==> src/rtl/lt_sequencer_pkg.sv <==
// Shared encodings for the latency-test sequencer: FSM state codes and patch positions.
package lt_sequencer_pkg;

   // Legacy-compatible state codes, also visible on the debug port.
   localparam logic [1:0] ST_IDLE   = 2'd0;
   localparam logic [1:0] ST_SETTLE = 2'd1;
   localparam logic [1:0] ST_FLASH  = 2'd2;
   localparam logic [1:0] ST_DONE   = 2'd3;

   typedef enum logic [1:0] {
      LT_POS_CENTER = 2'd0,
      LT_POS_LEFT   = 2'd1,
      LT_POS_RIGHT  = 2'd2,
      LT_POS_TOP    = 2'd3
   } lt_pos_e;

   // VSYNC is active low, so a frame begins on its falling edge.
   function automatic logic frame_edge(input logic prev, input logic cur);
      return prev & ~cur;
   endfunction

endpackage

==> src/rtl/lt_sequencer_if.sv <==
// Control/result bundle between UI + video generator (master) and the sequencer (slave).
interface lt_sequencer_if #(
   parameter int LAT_W = 16
);
   // start is a one-cycle request with no ready: it is taken only while busy is
   // low, and busy stays high until the result flags are final.
   logic             start;
   logic [1:0]       mode_sel;
   logic             vsync_in;
   logic             sensor_in;
   logic             lt_active;
   logic [1:0]       lt_mode;
   logic             busy;
   logic             result_valid;
   logic             timeout;
   logic             sensor_err;
   logic [LAT_W-1:0] latency;

   modport master (
      output start, mode_sel, vsync_in, sensor_in,
      input  lt_active, lt_mode, busy, result_valid, timeout, sensor_err, latency
   );

   modport slave (
      input  start, mode_sel, vsync_in, sensor_in,
      output lt_active, lt_mode, busy, result_valid, timeout, sensor_err, latency
   );
endinterface

==> src/rtl/lt_sensor_sync.sv <==
// Photodiode input conditioning: 2-flop synchronizer, rising-edge detect and a
// run-length debounce that qualifies a hit after DEBOUNCE consecutive high samples.
module lt_sensor_sync #(
   parameter int DEBOUNCE = 8
) (
   input  logic clk_i,
   input  logic rst_ni,
   input  logic sensor_i,
   output logic rise_pulse_o,
   output logic qualified_pulse_o,
   output logic qualified_o
);

   localparam int CW = $clog2(DEBOUNCE + 1);
   localparam logic [CW-1:0] RUN_LAST = CW'(DEBOUNCE - 1);
   localparam logic [CW-1:0] RUN_SAT  = CW'(DEBOUNCE);

   logic          sync1_q, sync2_q, prev_q;
   logic [CW-1:0] run_q, run_d;

   // run_q counts highs seen before the current sample, saturating at DEBOUNCE.
   always_comb begin
      run_d = run_q;
      if (!sync2_q) begin
         run_d = '0;
      end else if (run_q != RUN_SAT) begin
         run_d = run_q + 1'b1;
      end
   end

   always_ff @(posedge clk_i or negedge rst_ni) begin
      if (!rst_ni) begin
         sync1_q <= 1'b0;
         sync2_q <= 1'b0;
         prev_q  <= 1'b0;
         run_q   <= '0;
      end else begin
         sync1_q <= sensor_i;
         sync2_q <= sync1_q;
         prev_q  <= sync2_q;
         run_q   <= run_d;
      end
   end

   assign rise_pulse_o      = sync2_q & ~prev_q;
   assign qualified_pulse_o = sync2_q & (run_q == RUN_LAST);
   assign qualified_o       = sync2_q & (run_q >= RUN_LAST);

endmodule

==> src/rtl/lt_sequencer.sv <==
// One latency measurement per start: dark settle, frame-aligned white patch, then
// microsecond timing of the photodiode response with timeout.
module lt_sequencer
   import lt_sequencer_pkg::*;
#(
   parameter int CLK_PER_US    = 27,
   parameter int SETTLE_FRAMES = 4,
   parameter int TIMEOUT_US    = 65000,
   parameter int DEBOUNCE      = 8,
   parameter int LAT_W         = 16
) (
   input  logic                clk27,
   input  logic                reset_n,
   lt_sequencer_if.slave       bus,
   output logic [1:0]          dbg_state_o
);

   localparam logic [4:0]       PRESC_MAX = 5'(CLK_PER_US - 1);
   localparam logic [3:0]       SETTLE_N  = 4'(SETTLE_FRAMES);
   localparam logic [LAT_W-1:0] TO_VAL    = LAT_W'(TIMEOUT_US);
   localparam logic [LAT_W-1:0] US_SAT    = {LAT_W{1'b1}};

   logic [1:0]       state_q, state_d;
   logic [3:0]       frame_cnt_q, frame_cnt_d;
   logic [4:0]       presc_q, presc_d;
   logic [LAT_W-1:0] us_cnt_q, us_cnt_d;
   logic [LAT_W-1:0] snap_q, snap_d;
   logic [LAT_W-1:0] latency_q, latency_d;
   logic             vsync_prev_q;
   logic             lt_active_q, lt_active_d;
   logic [1:0]       lt_mode_q, lt_mode_d;
   logic             busy_q, busy_d;
   logic             valid_q, valid_d;
   logic             timeout_q, timeout_d;
   logic             err_q, err_d;

   logic             rise_pulse, qual_pulse, qual_level;
   logic             frame_start;

   lt_sensor_sync #(
      .DEBOUNCE (DEBOUNCE)
   ) u_sensor_sync (
      .clk_i             (clk27),
      .rst_ni            (reset_n),
      .sensor_i          (bus.sensor_in),
      .rise_pulse_o      (rise_pulse),
      .qualified_pulse_o (qual_pulse),
      .qualified_o       (qual_level)
   );

   assign frame_start = frame_edge(vsync_prev_q, bus.vsync_in);

   always_comb begin
      state_d     = state_q;
      frame_cnt_d = frame_cnt_q;
      presc_d     = presc_q;
      us_cnt_d    = us_cnt_q;
      snap_d      = snap_q;
      latency_d   = latency_q;
      lt_active_d = lt_active_q;
      lt_mode_d   = lt_mode_q;
      busy_d      = busy_q;
      valid_d     = valid_q;
      timeout_d   = timeout_q;
      err_d       = err_q;

      case (state_q)
         ST_IDLE: begin
            if (bus.start) begin
               lt_mode_d   = bus.mode_sel;
               valid_d     = 1'b0;
               timeout_d   = 1'b0;
               err_d       = 1'b0;
               busy_d      = 1'b1;
               frame_cnt_d = 4'd0;
               state_d     = ST_SETTLE;
            end
         end

         ST_SETTLE: begin
            // The level form catches a sensor that was already lit before start.
            if (qual_level) begin
               err_d   = 1'b1;
               state_d = ST_DONE;
            end else if (frame_start) begin
               if (frame_cnt_q == SETTLE_N) begin
                  lt_active_d = 1'b1;
                  presc_d     = 5'd0;
                  us_cnt_d    = '0;
                  state_d     = ST_FLASH;
               end else begin
                  frame_cnt_d = frame_cnt_q + 4'd1;
               end
            end
         end

         ST_FLASH: begin
            if (presc_q == PRESC_MAX) begin
               presc_d = 5'd0;
               if (us_cnt_q != US_SAT) begin
                  us_cnt_d = us_cnt_q + 1'b1;
               end
            end else begin
               presc_d = presc_q + 5'd1;
            end

            if (rise_pulse) begin
               snap_d = us_cnt_q;
            end

            // Latency is the time of the first high sample of the qualifying run.
            if (qual_pulse) begin
               latency_d   = rise_pulse ? us_cnt_q : snap_q;
               valid_d     = 1'b1;
               lt_active_d = 1'b0;
               state_d     = ST_DONE;
            end else if (us_cnt_q >= TO_VAL) begin
               latency_d   = TO_VAL;
               timeout_d   = 1'b1;
               valid_d     = 1'b0;
               lt_active_d = 1'b0;
               state_d     = ST_DONE;
            end
         end

         ST_DONE: begin
            lt_active_d = 1'b0;
            busy_d      = 1'b0;
            state_d     = ST_IDLE;
         end

         default: begin
            state_d = ST_IDLE;
         end
      endcase
   end

   always_ff @(posedge clk27 or negedge reset_n) begin
      if (!reset_n) begin
         state_q      <= ST_IDLE;
         frame_cnt_q  <= 4'd0;
         presc_q      <= 5'd0;
         us_cnt_q     <= '0;
         snap_q       <= '0;
         latency_q    <= '0;
         vsync_prev_q <= 1'b0;
         lt_active_q  <= 1'b0;
         lt_mode_q    <= LT_POS_CENTER;
         busy_q       <= 1'b0;
         valid_q      <= 1'b0;
         timeout_q    <= 1'b0;
         err_q        <= 1'b0;
      end else begin
         state_q      <= state_d;
         frame_cnt_q  <= frame_cnt_d;
         presc_q      <= presc_d;
         us_cnt_q     <= us_cnt_d;
         snap_q       <= snap_d;
         latency_q    <= latency_d;
         vsync_prev_q <= bus.vsync_in;
         lt_active_q  <= lt_active_d;
         lt_mode_q    <= lt_mode_d;
         busy_q       <= busy_d;
         valid_q      <= valid_d;
         timeout_q    <= timeout_d;
         err_q        <= err_d;
      end
   end

   assign bus.lt_active    = lt_active_q;
   assign bus.lt_mode      = lt_mode_q;
   assign bus.busy         = busy_q;
   assign bus.result_valid = valid_q;
   assign bus.timeout      = timeout_q;
   assign bus.sensor_err   = err_q;
   assign bus.latency      = latency_q;
   assign dbg_state_o      = state_q;

endmodule
==> src/flat_wrapper.sv <==
// flat-port wrapper written by rule: the top's interface ports become plain ports
module lt_sequencer_flat import lt_sequencer_pkg::*;
#(
   parameter int CLK_PER_US    = 27,
   parameter int SETTLE_FRAMES = 4,
   parameter int TIMEOUT_US    = 65000,
   parameter int DEBOUNCE      = 8,
   parameter int LAT_W         = 16
)
  (clk27, reset_n, dbg_state_o, bus_start, bus_mode_sel, bus_vsync_in, bus_sensor_in, bus_lt_active, bus_lt_mode, bus_busy, bus_result_valid, bus_timeout, bus_sensor_err, bus_latency);
  lt_sequencer_if #(.LAT_W(LAT_W)) bus_i ();
  input  logic clk27;
  input  logic reset_n;
  output logic [1:0] dbg_state_o;
  input wire logic [$bits(bus_i.start)-1:0] bus_start;
  input wire logic [$bits(bus_i.mode_sel)-1:0] bus_mode_sel;
  input wire logic [$bits(bus_i.vsync_in)-1:0] bus_vsync_in;
  input wire logic [$bits(bus_i.sensor_in)-1:0] bus_sensor_in;
  output wire logic [$bits(bus_i.lt_active)-1:0] bus_lt_active;
  output wire logic [$bits(bus_i.lt_mode)-1:0] bus_lt_mode;
  output wire logic [$bits(bus_i.busy)-1:0] bus_busy;
  output wire logic [$bits(bus_i.result_valid)-1:0] bus_result_valid;
  output wire logic [$bits(bus_i.timeout)-1:0] bus_timeout;
  output wire logic [$bits(bus_i.sensor_err)-1:0] bus_sensor_err;
  output wire logic [$bits(bus_i.latency)-1:0] bus_latency;
  assign bus_i.start = bus_start;
  assign bus_i.mode_sel = bus_mode_sel;
  assign bus_i.vsync_in = bus_vsync_in;
  assign bus_i.sensor_in = bus_sensor_in;
  assign bus_lt_active = bus_i.lt_active;
  assign bus_lt_mode = bus_i.lt_mode;
  assign bus_busy = bus_i.busy;
  assign bus_result_valid = bus_i.result_valid;
  assign bus_timeout = bus_i.timeout;
  assign bus_sensor_err = bus_i.sensor_err;
  assign bus_latency = bus_i.latency;
  lt_sequencer #(.CLK_PER_US(CLK_PER_US), .SETTLE_FRAMES(SETTLE_FRAMES), .TIMEOUT_US(TIMEOUT_US), .DEBOUNCE(DEBOUNCE), .LAT_W(LAT_W)) u_core (.clk27(clk27), .reset_n(reset_n), .bus(bus_i), .dbg_state_o(dbg_state_o));
endmodule
==> config.mk <==
export PLATFORM = sky130hd
export DESIGN_NAME = lt_sequencer_flat
export DESIGN_NICKNAME = d
export VERILOG_FILES = /design/src/rtl/lt_sequencer_pkg.sv /design/src/rtl/lt_sequencer_if.sv /design/src/rtl/lt_sensor_sync.sv /design/src/rtl/lt_sequencer.sv /design/src/flat_wrapper.sv
export SDC_FILE = /design/constraint.sdc
export NUM_CORES = 1
export LEC_CHECK = 0
export CAP_MARGIN = 20
export CORE_MARGIN = 1.5
export CORE_UTILIZATION = 48
export CTS_BUF_LIST = sky130_fd_sc_hd__clkbuf_8
export DETAILED_ROUTE_END_ITERATION = 16
export GPL_TIMING_DRIVEN = 0
export PLACE_DENSITY = 0.66
export SLEW_MARGIN = 20
export SYNTH_ARGS = -nofsm -noshare
export SYNTH_HDL_FRONTEND = slang
export SYNTH_SLANG_ARGS = --single-unit
==> constraint.sdc <==
create_clock -name clk27 -period 2.5 [get_ports clk27]
set_input_delay 0.375 -clock clk27 [delete_from_list [all_inputs] [get_ports clk27]]
set_output_delay 0.375 -clock clk27 [all_outputs]
set_load 0.02 [all_outputs]
### After elaboration in Yosys (flattened, before gate mapping)

Cells that the tools add are included.

* register bits: 74
* memories: 0
* word-level logic and storage cells: 113
* bits in latches: 0
* input bits: 7
* memory bits (read-only): 0
* memory bits (writable): 0
* output and inout bits: 25

* $add $sub $neg: 4
* multipliers: 0
* div/mod/pow operators: 0
* order comparisons: 2
* multiplexer cells: 44
* shift-type cells: 0
* equality and inequality tests: 22
* bitwise logic cells: 6
* reduce and logical (&&, ||, !) cells: 18

Operators with widths (number)
* 16-bit two-way mux: 8
* 16-bit one-hot mux with 2 select lines: 1
* 4-bit two-way mux: 6
* 5-bit two-way mux: 4
* 16-bit by 1-bit adder with 16-bit output, second input constant: 1
* 16-bit greater-or-equal comparator, second input constant: 1
* 16-bit inequality test, second input constant: 1
* 2-bit by 1-bit inequality test with 1-bit output, second input constant: 7
* 2-bit two-way mux: 6
* 4-bit AND reduction: 3
* 1-bit two-way mux: 11
* 5-bit one-hot mux with 2 select lines: 1
* 5-bit AND reduction: 2
* 2-bit nonzero test: 5
* 3-bit by 1-bit inequality test with 1-bit output, second input constant: 3
* 4-bit by 1-bit adder with 4-bit output, second input constant: 2
* 4-bit by 3-bit equality test with 1-bit output, second input constant: 2
* 2-bit inequality test, second input constant: 4
* 1-bit one-hot mux with 2 select lines: 4
* 2-bit one-hot mux with 4 select lines: 1
* 4-bit one-hot mux with 2 select lines: 1
* 2-bit AND reduction: 3
* 3-bit AND reduction: 2
* 6-bit AND reduction: 1
* 11 further kinds: 16

### Longest topological paths before layout

Gate-level depths: netlist of the first run.

* word-level depth: 5
* mapped depth: 9
* mapped depth without buffers: 7

### By module

A second synthesis of the first run with hierarchy kept.

* cell total of the unflattened synthesis: 338
* area, all modules: 3639.7 µm²

Modules (own cells, without submodules)
* lt_sequencer: cells each 311, seq. area each 1676.6 µm², area an instance 3313.2 µm², times used 1
* lt_sensor_sync: cells each 27, seq. area each 175.2 µm², area an instance 326.6 µm², times used 1

### Least setup slack after synthesis of the first run

OpenSTA, ideal clock, no wires.

* path type: register -> register
* start point: reg u_core.state_q[1] (netlist: u_core.dbg_state_o[1])
* end point: reg u_core.frame_cnt_q[3]
* data arrival time: 2.062 ns
* stages on the path, launching flop included: 9
* period minus slack after synthesis: 2.128 ns
* setup time: 0.066 ns
* path slack: 0.372 ns
* cell sequence: dfrtp_1 inv_1 ha_1 buf_4 inv_2 o41ai_2 nand3_1 or4_1 nand2_1

* cells in the longest elaborated chain, start to end: 3

Ends and longest elaborated chain
* start, declared: line lt_sequencer.sv:23 `logic [1:0] state_q, state_d;`
* start signal, assigned: line lt_sequencer.sv:154 `state_q <= state_d;`
* 2-bit by 1-bit equality test with 1-bit output / 2-bit zero test (equally long branches): line lt_sequencer.sv:67 `case (state_q)`
* 2-bit inequality test (no line) (tied with other cells)
* 5-bit AND reduction (no line)
* end signal, assigned: line lt_sequencer.sv:155 `frame_cnt_q <= frame_cnt_d;`
* end, declared: line lt_sequencer.sv:24 `logic [3:0] frame_cnt_q, frame_cnt_d;`

Several ways; a longest one is shown, not always the timed one.
A chain may end at the register's enable or synchronous reset.

### Final worst setup path of the first run

Same ends and word-level chain as after synthesis.

==> results of run 1 <==
-- critical path, cell delays in order (launching register included) --
cell and delay, ps:
dfrtp_1 420, inv_1 110, ha_1 210, buf_4 190, inv_2 50, o41ai_2 430
nand3_1 220, or4_1 540, nand2_1 80
-- worst paths after layout --
check                                                        from  cells past startpoint                                         to
setup / recovery                u_core.dbg_state_o[1]$_DFFE_PN0P_                      8          u_core.frame_cnt_q[3]$_DFFE_PN0P_
min in group asynchronous                                 reset_n                      2          u_core.bus.latency[1]$_DFFE_PN0P_
max in group asynchronous                                 reset_n                      3  u_core.u_sensor_sync.run_q[2]$_DFFE_PN0P_
hold reg to reg            u_core.u_sensor_sync.sync1_q$_DFF_PN0_                      0     u_core.u_sensor_sync.sync2_q$_DFF_PN0_
hold / removal             u_core.u_sensor_sync.sync1_q$_DFF_PN0_                      0     u_core.u_sensor_sync.sync2_q$_DFF_PN0_
setup reg to reg                u_core.dbg_state_o[1]$_DFFE_PN0P_                      8          u_core.frame_cnt_q[3]$_DFFE_PN0P_
-- cell usage after synthesis, types with 5 or more instances --
cell,instances
dfrtp_1,74
nand2_1,28
o21ai_0,24
mux2i_1,19
mux2_2,16
nor2_1,16
inv_1,14
nand3_1,14
a21oi_1,13
ha_1,12
a2bb2oi_1,11
or4_1,9
clkbuf_1,8
nand4_1,7
o31ai_1,7
and3_1,6
buf_2,5
o2bb2ai_1,5
-- routing by layer --
layer	vias to the layer above	routed length (um)
met1	1397	3670
li1	1367	-
met3	11	276
met4	0	151
met2	42	3800
met5	-	0
-- registers in the layout, indices dropped and copies added, names as in the netlist --
name,cells
u_core.bus.lt_mode,2
u_core.u_sensor_sync.run_q,4
u_core.u_sensor_sync.sync1_q,1
u_core.bus.result_valid,1
u_core.presc_q,5
u_core.bus.latency,16
u_core.frame_cnt_q,4
u_core.u_sensor_sync.sync2_q,1
u_core.bus.busy,1
u_core.bus.timeout,1
u_core.bus.lt_active,1
u_core.snap_q,16
u_core.dbg_state_o,2
u_core.u_sensor_sync.prev_q,1
u_core.vsync_prev_q,1
u_core.us_cnt_q,16
u_core.bus.sensor_err,1
-- kinds of logic (layout without fill, tap and decap cells) --
kind of cell    count (synthesis)  count (layout)  synth area share [%]
buf+inv                        32              81                  3.81
mux                            36              36                  10.3
simple gates                  106             106                  15.2
fa+ha+maj                      12              12                  4.04
flops                          74              74                  49.8
xor+xnor                        3               3                 0.707
compound gates                 86              86                  16.1
-- power by group through the flow --
stage	combinational [mW]	clock [mW]	sequential, mW
floorplan	0.682	0	1.56
global placement	1.09	0	1.50
detailed placement	1.12	0	1.51
CTS	1.13	0.967	1.49
global route	1.25	1.02	1.52
finish	1.13	0.944	1.49
-- final cells by class --
| type | count | area [um^2] | share of cell area (%) |
|---|---|---|---|
| plain buffers | 16 | 82.6 | 1.88 |
| clock buffers | 10 | 138 | 3.13 |
| clock inverters | 6 | 65.1 | 1.48 |
| inverters | 16 | 60.1 | 1.37 |
| multi-input cells | 243 | 1730 | 39.3 |
| flip-flops and latches | 74 | 1850 | 42.2 |
| well taps | 99 | 124 | 2.82 |
| repair buffers | 33 | 345 | 7.86 |
-- what timing repair did --
| action | in CTS | in global routing |
|---|---|---|
| resized for setup | 0 | 2 |
| endpoints found under the setup margin | 0 | 6 |
| buffers inserted | 0 | 0 |
| hold endpoints to repair | 30 | 0 |
| hold buffers | 1 | 0 |
==> impl_metrics.json, run 1 <==
{
  "outcome": "finished, final reports clean",
  "cts.clk_slew.worst_paths_ps": 80,
  "holdCritPathClass": "reg -> reg",
  "avgSynthCellArea_um2": 10.6,
  "cap_violations": 0,
  "ys_seq_area_share_pct": 49.8,
  "antenna_found_initial": 0,
  "worstPathArrival_ps": 2600,
  "pin_count": 32,
  "area_growth_pct": 18.3,
  "grt_pass1_vias": 2833,
  "whs_ps": 353,
  "synth_area_leader_cell": "dfrtp_1",
  "p_switching_mw": 1.25,
  "htreeDepth": 3,
  "cts_tree": "done",
  "switching_share_pct": 35.1,
  "design.core.area_mm2": 0.00737,
  "gr-usage-met2_pct": 32.8,
  "fp.dieH_um": 91.0,
  "synth.distinct_cells": 53,
  "placed_area_mm2": 0.00417,
  "nets": 412,
  "grt_pass1_wl_mm": 13.5,
  "mostFrequentLayoutCells": "dfrtp_1, clkdlybuf4s50_1, nand2_1",
  "dieArea_mm2": 0.00828,
  "grt_overflow": 0,
  "gp_congestion": 0.870,
  "regToRegSetupSlack_ps": 180,
  "finish.utilization_pct": 59.6,
  "drcViolationCount": 0,
  "drt-wirelength-per-cell_um": 15.9,
  "dr.pass1.iters": 4,
  "dp.cells": 480,
  "finalWirelength_mm": 7.89,
  "synth_fp_nets": 368,
  "final_common_cell": "dfrtp_1",
  "synthesis.area_mm2": 0.00371,
  "ys_seq_elements": 74,
  "clkSinkCount": 74,
  "start_util_pct": 50.4,
  "rsz0062_at_grt": "false",
  "postLayoutCellArea_mm2": 0.00439,
  "final_antenna_net_count": 0,
  "port_buffers": 31,
  "drive_gt1_share_pct": 13.6,
  "grt_start_max_net_pins": 45,
  "fin_ws_ps": 182,
  "num_antenna_cells": 0,
  "period_needed_ps": 2320,
  "final.setup.tns_ps": 0,
  "synth_area_leaders": "dfrtp_1, mux2i_1, mux2_2, ha_1, o21ai_0",
  "finalClockSkew_ps": 11.5,
  "cts_made_buffers": 9,
  "slew_violations": 0,
  "hpwl_mm": 5.64,
  "drt_iter0_markers": 146,
  "ys.flop_type": "dfrtp_1",
  "irDropWorstVdd_mv": 0.421,
  "viasPerCell": 5.67,
  "p_int_mw": 2.31,
  "ctsLongestPathBuffers": 2,
  "synth_cells": 349,
  "hold_viol": 0,
  "worstMarginPinSlew_ps": 687,
  "finalSetupViolCount": 0,
  "synth_edf_count": 0,
  "fillers": 645,
  "ys_warn_count": 0,
  "dp_slack_ps": -76.7,
  "power_mw": 3.56,
  "cp_max_fo": 10,
  "cts-root-buf": "clkbuf_8",
  "vias": 2817,
  "p_leak_nw": 1.92,
  "fp.dieW_um": 91.0,
  "p_clk_share_pct": 26.5,
  "cp.required_ps": 2790,
  "met1_usage_pct": 26.8,
  "max_freq_mhz": 431,
  "grt.busiest_layer": "met2",
  "slew_headroom_pct": 54.0,
  "seqPwrFrac_pct": 41.8,
  "crit_type": "reg -> reg",
  "grtUsageMet3_pct": 5.03,
  "yosysTopAreaCellShare_pct": 49.8,
  "end_kind": "flop",
  "grt_usage_pct": 20.6,
  "placementRows": 31,
  "pwr-share-comb_pct": 31.7,
  "stdcell_count": 497,
  "clk_latency_ps": 350,
  "p_per_area_mw_per_mm2": 810,
  "startpoint_type": "flop",
  "period_share_pct": 92.7,
  "synth_async_sr_flop_share_pct": 100
}
Note: power is estimated with default switching activity, not from simulation.
==> inputs of run 2 (changes only) <==
Settings changed: CELL_PAD_IN_SITES_DETAIL_PLACEMENT set to 1, CELL_PAD_IN_SITES_GLOBAL_PLACEMENT set to 2, CORE_MARGIN 1.5 to 2, CORE_UTILIZATION 48 to 39, PLACE_DENSITY 0.66 to 0.79, REMOVE_ABC_BUFFERS set to 1.
==> impl_metrics.json, run 2 (synthesis results as in run 1) <==
{
  "outcome": "finished, final reports clean",
  "grt_usage_pct": 18.4,
  "cp_max_fo": 11,
  "finalWirelength_mm": 8.56,
  "pwr-share-comb_pct": 29.7,
  "period_needed_ps": 2310,
  "finalSetupViolCount": 0,
  "irDropWorstVdd_mv": 0.484,
  "crit_type": "reg -> reg",
  "antenna_found_initial": 0,
  "hpwl_mm": 5.98,
  "port_buffers": 31,
  "rsz0062_at_grt": "true",
  "cp.required_ps": 2790,
  "nets": 396,
  "cap_violations": 0,
  "slew_violations": 0,
  "clk_latency_ps": 350,
  "grt_overflow": 0,
  "vias": 2800,
  "grt_pass1_wl_mm": 14.9,
  "finish.utilization_pct": 47.8,
  "post-cts-setup-buffers": 0,
  "gp_congestion": 0.757,
  "pin_count": 32,
  "fp.dieW_um": 102,
  "switching_share_pct": 34.3,
  "period_share_pct": 92.4,
  "area_growth_pct": 18.9,
  "design.core.area_mm2": 0.00924,
  "final_common_cell": "dfrtp_1",
  "worstPathArrival_ps": 2600,
  "holdCritPathClass": "reg -> reg",
  "p_leak_nw": 1.89,
  "start_util_pct": 40.2,
  "max_freq_mhz": 433,
  "drive_gt1_share_pct": 13.1,
  "drcViolationCount": 0,
  "finalClockSkew_ps": 10.0,
  "dieArea_mm2": 0.0103,
  "hold_viol": 0,
  "cts_tree": "done",
  "ctsLongestPathBuffers": 2,
  "dr.pass1.iters": 4,
  "viasPerCell": 5.48,
  "seqPwrFrac_pct": 41.0,
  "final_antenna_net_count": 0,
  "drt-wirelength-per-cell_um": 16.7,
  "slew_headroom_pct": 49.3,
  "mostFrequentLayoutCells": "dfrtp_1, clkdlybuf4s50_1, nand2_1",
  "p_per_area_mw_per_mm2": 835,
  "worstMarginPinSlew_ps": 757,
  "fp.dieH_um": 102,
  "htreeDepth": 3,
  "grt_start_max_net_pins": 40,
  "grt_pass1_vias": 2980,
  "cts.clk_slew.worst_paths_ps": 80,
  "p_int_mw": 2.42,
  "end_kind": "flop",
  "clkSinkCount": 74,
  "placed_area_mm2": 0.00413,
  "startpoint_type": "flop",
  "fillers": 1017,
  "cts_made_buffers": 9,
  "placementRows": 35,
  "p_clk_share_pct": 29.2,
  "drt_iter0_markers": 83,
  "cts-root-buf": "clkbuf_8",
  "num_antenna_cells": 0,
  "postLayoutCellArea_mm2": 0.00442,
  "p_switching_mw": 1.26
}
==> run 2: layout make-up <==
class                           instances  area, um^2  share of cell area [%]
Clock buffer                           11         151                    3.43
Clock inverter                          5        85.1                    1.93
Inverter                               16        60.1                    1.36
Multi-Input combinational cell        243        1770                    40.0
Sequential cell                        74        1850                    41.9
Tap cell                              129         161                    3.66
Timing Repair Buffer                   33         338                    7.65
==> run 2: timing repair <==
action / CTS / global route
hold buffers: 1 / 0
endpoints found under the setup margin: 33 / 10
endpoints found under the hold margin: 30 / 0
gates resized for setup: 5 / 3
==> run 2: stage by stage <==
step	setup TNS [ps]	cells	power (mW)	hold WS, ps	worst slack [ps]
global route	-5.42	511	3.94	375	-5.42
detailed placement	-8480	494	2.60	342	-562
finish	0	511	3.69	358	189
floorplan	0	333	2.19	79.4	198
global placement	-127000	493	2.54	331	-1660
CTS	0	511	3.74	362	1.04
==> run 2: metal layers <==
metal / global-route usage [%] / share of wire, % / vias up
met4: 4.37 / 0.84 / 0
met3: 4.35 / 2.5 / 5
met2: 32.9 / 51 / 37
met1: 22.3 / 46 / 1421
li1: - / - / 1337
met5: 0 / 0 / -
==> run 2: power by group through the flow <==
| stage | logic (mW) | clock network, mW | registers (mW) |
|---|---|---|---|
| after floorplan | 0.612 | 0 | 1.57 |
| final | 1.10 | 1.08 | 1.51 |
| after detailed placement | 1.06 | 0 | 1.54 |
| after global routing | 1.23 | 1.17 | 1.54 |
| after CTS | 1.10 | 1.12 | 1.52 |
| after global placement | 1.01 | 0 | 1.52 |
==> run 2: final timing paths <==
check	start	to	slack (ps)	cells after the start
setup / recovery	u_core.dbg_state_o[1]$_DFFE_PN0P_	u_core.frame_cnt_q[3]$_DFFE_PN0P_	190	7
hold / removal	u_core.u_sensor_sync.sync1_q$_DFF_PN0_	u_core.u_sensor_sync.sync2_q$_DFF_PN0_	360	0
setup reg to reg	u_core.dbg_state_o[1]$_DFFE_PN0P_	u_core.frame_cnt_q[3]$_DFFE_PN0P_	190	7
hold reg to reg	u_core.u_sensor_sync.sync1_q$_DFF_PN0_	u_core.u_sensor_sync.sync2_q$_DFF_PN0_	360	0
max in group asynchronous	reset_n	u_core.bus.lt_active$_DFFE_PN0P_	1400	3
min in group asynchronous	reset_n	u_core.us_cnt_q[5]$_DFFE_PN0P_	520	2
==> run 2: critical path, cell delays in order, from the launching register on <==
cell     delay, ps
dfrtp_1        440
inv_1          130
ha_2           340
inv_2           90
o41ai_4        410
nand3_1        200
or4_1          550
nand2_1         90
